### src/rtl/xform_fifo.sv
// Transforming FIFO: each accepted word is passed, inverted, XOR-masked or
// incremented at push time, buffered, and presented on a valid/ready output.
module xform_fifo #(
  parameter int WIDTH = 8,
  parameter int DEPTH = 4,
  localparam int CW = $clog2(DEPTH + 1)
) (
  input  logic             clk,
  input  logic             rst,
  input  logic             flush,
  input  logic             in_valid,
  output logic             in_ready,
  input  logic [WIDTH-1:0] in_data,
  input  logic [1:0]       mode,
  input  logic [WIDTH-1:0] mask,
  output logic             out_valid,
  input  logic             out_ready,
  output logic [WIDTH-1:0] out_data,
  output logic [CW-1:0]    count
);

  localparam int AW = $clog2(DEPTH);
  localparam logic [CW-1:0] FULL = CW'(DEPTH);

  logic [WIDTH-1:0] mem [DEPTH];
  logic [AW-1:0]    wr_ptr;
  logic [AW-1:0]    rd_ptr;
  logic [CW-1:0]    count_nxt;
  logic [WIDTH-1:0] xform_data;
  logic             push;
  logic             pop;

  assign push = in_valid && in_ready;
  assign pop  = out_valid && out_ready;

  always_comb begin
    xform_data = in_data;
    case (mode)
      2'b00: xform_data = in_data;
      2'b01: xform_data = ~in_data;
      2'b10: xform_data = in_data ^ mask;
      2'b11: xform_data = in_data + WIDTH'(1);
      default: xform_data = in_data;
    endcase
  end

  always_comb begin
    count_nxt = count;
    if (flush) begin
      count_nxt = '0;
    end else begin
      case ({push, pop})
        2'b10:   count_nxt = count + 1'b1;
        2'b01:   count_nxt = count - 1'b1;
        default: count_nxt = count;
      endcase
    end
  end

  // in_ready and out_valid are registered from the next occupancy so that
  // neither handshake has a combinational path through the other side.
  always_ff @(posedge clk or posedge rst) begin
    if (rst) begin
      count     <= '0;
      wr_ptr    <= '0;
      rd_ptr    <= '0;
      in_ready  <= 1'b1;
      out_valid <= 1'b0;
    end else begin
      count     <= count_nxt;
      in_ready  <= (count_nxt != FULL);
      out_valid <= (count_nxt != '0);
      if (flush) begin
        wr_ptr <= '0;
        rd_ptr <= '0;
      end else begin
        if (push) wr_ptr <= wr_ptr + 1'b1;
        if (pop)  rd_ptr <= rd_ptr + 1'b1;
      end
    end
  end

  // Storage is deliberately not reset.
  always_ff @(posedge clk) begin
    if (push && !flush && !rst) mem[wr_ptr] <= xform_data;
  end

  assign out_data = out_valid ? mem[rd_ptr] : '0;

endmodule

### config.mk
export PLATFORM = sky130hd
export DESIGN_NAME = xform_fifo
export DESIGN_NICKNAME = d
export VERILOG_FILES = /design/src/rtl/xform_fifo.sv
export SDC_FILE = /design/constraint.sdc
export NUM_CORES = 1
export LEC_CHECK = 0
export ABC_AREA = 1
export CAP_MARGIN = 0
export CORE_ASPECT_RATIO = 1.2
export CORE_UTILIZATION = 40
export CTS_BUF_LIST = sky130_fd_sc_hd__clkbuf_4 sky130_fd_sc_hd__clkbuf_8
export CTS_CLUSTER_DIAMETER = 80
export DETAILED_ROUTE_END_ITERATION = 10
export GPL_TIMING_DRIVEN = 0
export SETUP_SLACK_MARGIN = 0.15
export SYNTH_ARGS = -nofsm -noshare
export SYNTH_HDL_FRONTEND = slang
export SYNTH_SLANG_ARGS = --single-unit
### constraint.sdc
create_clock -name clk -period 2.31 [get_ports clk]
set_clock_uncertainty 0.2 [all_clocks]
set_input_delay 0.231 -clock clk [delete_from_list [all_inputs] [get_ports clk]]
set_output_delay 0.231 -clock clk [all_outputs]
set_load 0.03 [all_outputs]
# Yosys cells after proc, flatten, opt, wreduce, memory -nomap -nowiden
# Memory sizes are Yosys's and may differ from the RTL's.
# Cells that the tools add are included.
# totals
mem_count	1
ram_bits	32
word_cells	39
register_bits	9
# op_classes
n_addsub	5
n_eq_ne	6
mux	10
bitwise_logic	2
reduce_logical	10
# mem_list
name	depth	word_bits	rd	rd_ports_with_merged_regs	write_ports	line_no	text
mem	4	8	1	0	1	25	logic [WIDTH-1:0] mem [DEPTH];
# op_table
operator	count
one-hot mux 8 bit (4 select lines)	1
adder 8 x 1 -> 8 bit (second input constant)	1
2-to-1 mux 2 bit	4
2-to-1 mux 8 bit	1
NOT 8 bit	1
XOR 8 bit	1
== test 2 bit (second input constant)	3
one-hot mux 3 bit (2 select lines)	1
adder 2 x 1 -> 2 bit (second input constant)	2
== test 2 x 1 -> 1 bit (second input constant)	2
logical AND 1 bit	4
nonzero test 2 bit	2
adder 3 x 1 -> 3 bit (second input constant)	1
2-to-1 mux 3 bit	1
!= test 3 bit (second input constant)	1
nonzero test 3 bit	1
subtractor 3 x 1 -> 3 bit (second input constant)	1
zero test 1 bit	2
zero test 2 bit	1
2-to-1 mux 1 bit	2

# Depth between registers and ports, before layout
# Gate-level depths: netlist of the first run.
# depth
ltp_word	5
mapped_depth	11

# Least setup slack after synthesis of the first run
# Ideal clock, no wire load.
# synth_path
path_kind	reg2reg
startpoint	register in_ready
endpoint	register out_valid
period_less_slack_ns	2.053
t_arrival_ns	1.734
stages_incl_launch_ff	8
required_ns	1.991
setup_slack_ns	0.257
path_cell_list	dfstp_2 > nand2_1 > ha_1 > fa_1 > o21ai_0 > o21ai_0 > inv_1 > nand2_1
# synth_via
elab_chain_cells	5
elab_cells_between_ends	6
cone_classes	2 x eq/ne; 2 x mux; 2 x reduce/logical
# synth_lines
item	line_no	text
start: declaration	12	output logic in_ready,
start signal: assignment	71	in_ready <= (count_nxt != FULL);
logical AND 1 bit *	33	assign push = in_valid && in_ready;
== test 2 x 1 -> 1 bit / == test 2 bit (equally long branches)	52	case ({push, pop})
one-hot mux 3 bit (2 select lines) *	52	
2-to-1 mux 3 bit *	49	if (flush) begin
nonzero test 3 bit *	72	out_valid <= (count_nxt != '0);
end signal: assignment	72	
end: declaration	16	output logic out_valid,
# Every way passes the cells marked *; elsewhere a longest branch is shown, timed or not.
# A chain may end at the register's enable or synchronous reset.

# Worst setup path in the final report of the first run
# layout_path
startpoint	register rd_ptr[0]
endpoint	output out_data[1]
# layout_via
elab_chain_cells	2
# layout_lines
item	line_no	text
start: declaration	27	logic [AW-1:0] rd_ptr;
start signal: assignment	78	if (pop) rd_ptr <= rd_ptr + 1'b1;
memory (4 x 8 bit)	n/a	
2-to-1 mux 8 bit	88	assign out_data = out_valid ? mem[rd_ptr] : '0;
end: declaration	18	output logic [WIDTH-1:0] out_data,
# Every way passes these cells.

==> impl_metrics.env, run 1 <==
export IMPL_status="finished, final reports clean"
export IMPL_power_density_nw_per_um2=850
export IMPL_start_util=0.425
export IMPL_slew_headroom=0.644
export IMPL_synth_top_family_by_area="simple AND/OR/NAND/NOR gates"
export IMPL_grt_pass1_vias=1617
export IMPL_syn_avg_cell_area_um2=9.08
export IMPL_rr_startpoint="in_ready$_DFF_PP1_"
export IMPL_drcViolationCount=0
export IMPL_synth_cells=236
export IMPL_reg2reg_to="mem[3][4]$_DFFE_PP_"
export IMPL_startpoint="rd_ptr[0]$_DFFE_PP0P_"
export IMPL_end_kind="primary output"
export IMPL_clk_pin_slew_worst_paths_ps=70
export IMPL_yosysUniqueCellTypes=29
export IMPL_rsz0062_at_grt="false"
export IMPL_rr_worst_depth=4
export IMPL_power_total_mw=2.25
export IMPL_clk_root_buffer_cell="clkbuf_8"
export IMPL_r2r_slack_ps=290
export IMPL_die_x_um=68.8
export IMPL_n_fill_cell=477
export IMPL_layout_nets=307
export IMPL_track_usage=0.181
export IMPL_crit_path_max_fanout=10
export IMPL_syn_cell_area_um2=2140
export IMPL_hold_viol_final=0
export IMPL_crit_required_ps=1880
export IMPL_clkLatencyLatePin_ps=290
export IMPL_crit_end="out_data[1]"
export IMPL_syn2layout_area_growth_pct=23.7
export IMPL_cts_tree="done"
export IMPL_n_antenna_cell=0
export IMPL_ys_seq_area_frac=0.554
export IMPL_crit_type="flip-flop to primary output"
export IMPL_grt_max_degree=13
export IMPL_synth_compound_area_frac=0.119
export IMPL_cts_hold_buf=0
export IMPL_arrival_ps=1600
export IMPL_synth_xor_area_frac=0.00818
export IMPL_io_buffers=34
export IMPL_h_tree_depth=2
export IMPL_wire_per_inst_um=13.2
export IMPL_vias=1677
export IMPL_final_util=0.525
export IMPL_final_cell_mix="nor2_1, nand2_1, edfxtp_1"
export IMPL_dp_cells=330
export IMPL_drt_pass1_iterations=4
export IMPL_worstMarginPinSlew_ps=534
export IMPL_max_cap_viol_count=0
export IMPL_ant_nets=0
export IMPL_vdd_drop_max_v=0.000284
export IMPL_routed_via_density=4.96
export IMPL_synth_simple_area_share=0.199
export IMPL_setup_violations=0
export IMPL_fin_cells=338
export IMPL_fmaxAchievable_ghz=0.492
export IMPL_hp_class="input port to async pin"
export IMPL_cts_num_sinks=41
export IMPL_hpwl_um=3290
export IMPL_numCtsBuffers=5
export IMPL_fp_dieArea_um2=5650
export IMPL_drive_gt1_frac=0.129
export IMPL_layout_commonest_cell="nor2_1"
export IMPL_design_area_um2=2650
export IMPL_rows=28
export IMPL_design_core_area_um2=5040
export IMPL_ios=36
export IMPL_synthAdderAreaFrac=0.0444
export IMPL_drt_initial_drc_count=62
export IMPL_dieHeight_um=82.2
export IMPL_place_area_um2=2560
export IMPL_muxShareOfSynthArea=0
export IMPL_power_leakage_nw=1.10
export IMPL_grt_overflow_total=0
export IMPL_period_share=0.880
export IMPL_antenna_found_initial=0
export IMPL_hold_slack_ps=13.7
export IMPL_wl_um=4470
export IMPL_grt_pass1_wl_um=7250
export IMPL_ys_ff_latch=41
export IMPL_clockBufferDepth=2
export IMPL_place_gp_congestion=0.749
export IMPL_startpoint_type="flip-flop"
export IMPL_yosys_warnings=0
export IMPL_synth_nets=266
export IMPL_slew_violations=0
export IMPL_min_period_ps=2030
## synth_stat cells
library cell,instances,area [um2]
clkinv_4,1,8.76
buf_4,1,7.51
nand3b_1,2,15.0
nand2_2,2,12.5
inv_2,2,7.51
nor2_2,1,6.26
nand3_2,1,10.0
nand4_1,1,6.26
a21oi_1,15,75.1
dfstp_2,1,26.3
buf_6,2,22.5
nand2_1,36,135
o21ai_0,29,145
a21oi_2,1,8.76
nor3_1,1,5.00
o21ai_1,2,10.0
edfxtp_1,32,961
buf_2,2,10.0
inv_1,28,105
dfrtp_1,8,200
nand2_4,1,11.3
xor2_1,1,8.76
o21ai_2,1,8.76
xnor2_1,1,8.76
o211ai_1,1,7.51
ha_1,6,75.1
fa_1,1,20.0
nand3_1,11,55.1
nor2_1,45,169
## power by group
part           leakage (nW)  internal (mW)  switching (mW)  total [mW]
Sequential            0.404          0.866          0.0360       0.902
Clock                0.0563          0.330           0.227       0.558
Combinational         0.644          0.273           0.521       0.794
Total                  1.10           1.47           0.785        2.25
## layout make-up
cell class              count  area (um2)  share of cell area
plain buffers               5        46.3              0.0175
multi-input cells         159         807               0.305
flip-flops and latches     41        1190               0.448
repair buffers             34         303               0.114
clock buffers               6        76.3              0.0288
inverters                  31         121              0.0458
well taps                  60        75.1              0.0283
clock inverters             2        33.8              0.0127
## worst min path at each step
stage	end	depth (start not counted)
after floorplan	count[0]$_DFF_PP0_	1
after global routing	count[0]$_DFF_PP0_	2
final	count[0]$_DFF_PP0_	2
after global placement	count[0]$_DFF_PP0_	2
after CTS	count[0]$_DFF_PP0_	2
after detailed placement	count[0]$_DFF_PP0_	2
## timing repair
| action | 4_1_cts | 5_1_grt |
|---|---|---|
| pin swaps | 0 | 0 |
| gates resized for setup | 39 | 11 |
| endpoints found under the setup margin | 40 | 6 |
| setup buffers | 0 | 0 |
## worst max-delay path, cell delays in order (launching register included)
cell	delay [ps]
dfrtp_1	360
buf_4	170
inv_2	140
buf_6	170
o21ai_0	100
a21oi_1	150
buf_2	220
## routing by layer
| metal | share of wire | global-route usage | vias up |
|---|---|---|---|
| met5 | 0 | 0 | - |
| met4 | 0.013 | 0.0612 | 0 |
| met3 | 0.037 | 0.0371 | 5 |
| met2 | 0.53 | 0.335 | 40 |
| met1 | 0.42 | 0.202 | 768 |
| li1 | - | - | 864 |
## through the flow
step / setup slack [ps] / TNS, ps
3_3_place_gp: -115 / -2480
2_1_floorplan: 257 / 0
3_5_place_dp: -171 / -3350
4_1_cts: 111 / 0
6_report: 277 / 0
5_1_grt: 152 / 0
## logic make-up after synthesis
family	Yosys count
AND/OR/NAND/NOR	101
AO/OA/AOI/OAI	49
flip-flops	41
buffers and inverters	36
adder cells (fa/ha/maj)	7
XOR/XNOR	2
## registers in the layout, summed over array words and instances, names as in the netlist
signal	count
count	3
in_ready	1
mem	32
out_valid	1
rd_ptr	2
wr_ptr	2
(Power assumes the default switching activity.)
==> run 2: changes to the inputs <==
--- a/config.mk
+++ b/config.mk
@@ -10,7 +10,7 @@
 export CORE_ASPECT_RATIO = 1.2
 export CORE_UTILIZATION = 40
 export CTS_BUF_LIST = sky130_fd_sc_hd__clkbuf_4 sky130_fd_sc_hd__clkbuf_8
-export CTS_CLUSTER_DIAMETER = 80
+export CTS_CLUSTER_DIAMETER = 50
 export DETAILED_ROUTE_END_ITERATION = 10
 export GPL_TIMING_DRIVEN = 0
 export SETUP_SLACK_MARGIN = 0.15
==> results of run 2 <==
Same layout as run 1: the final DEF is identical, and so are final timing and power.
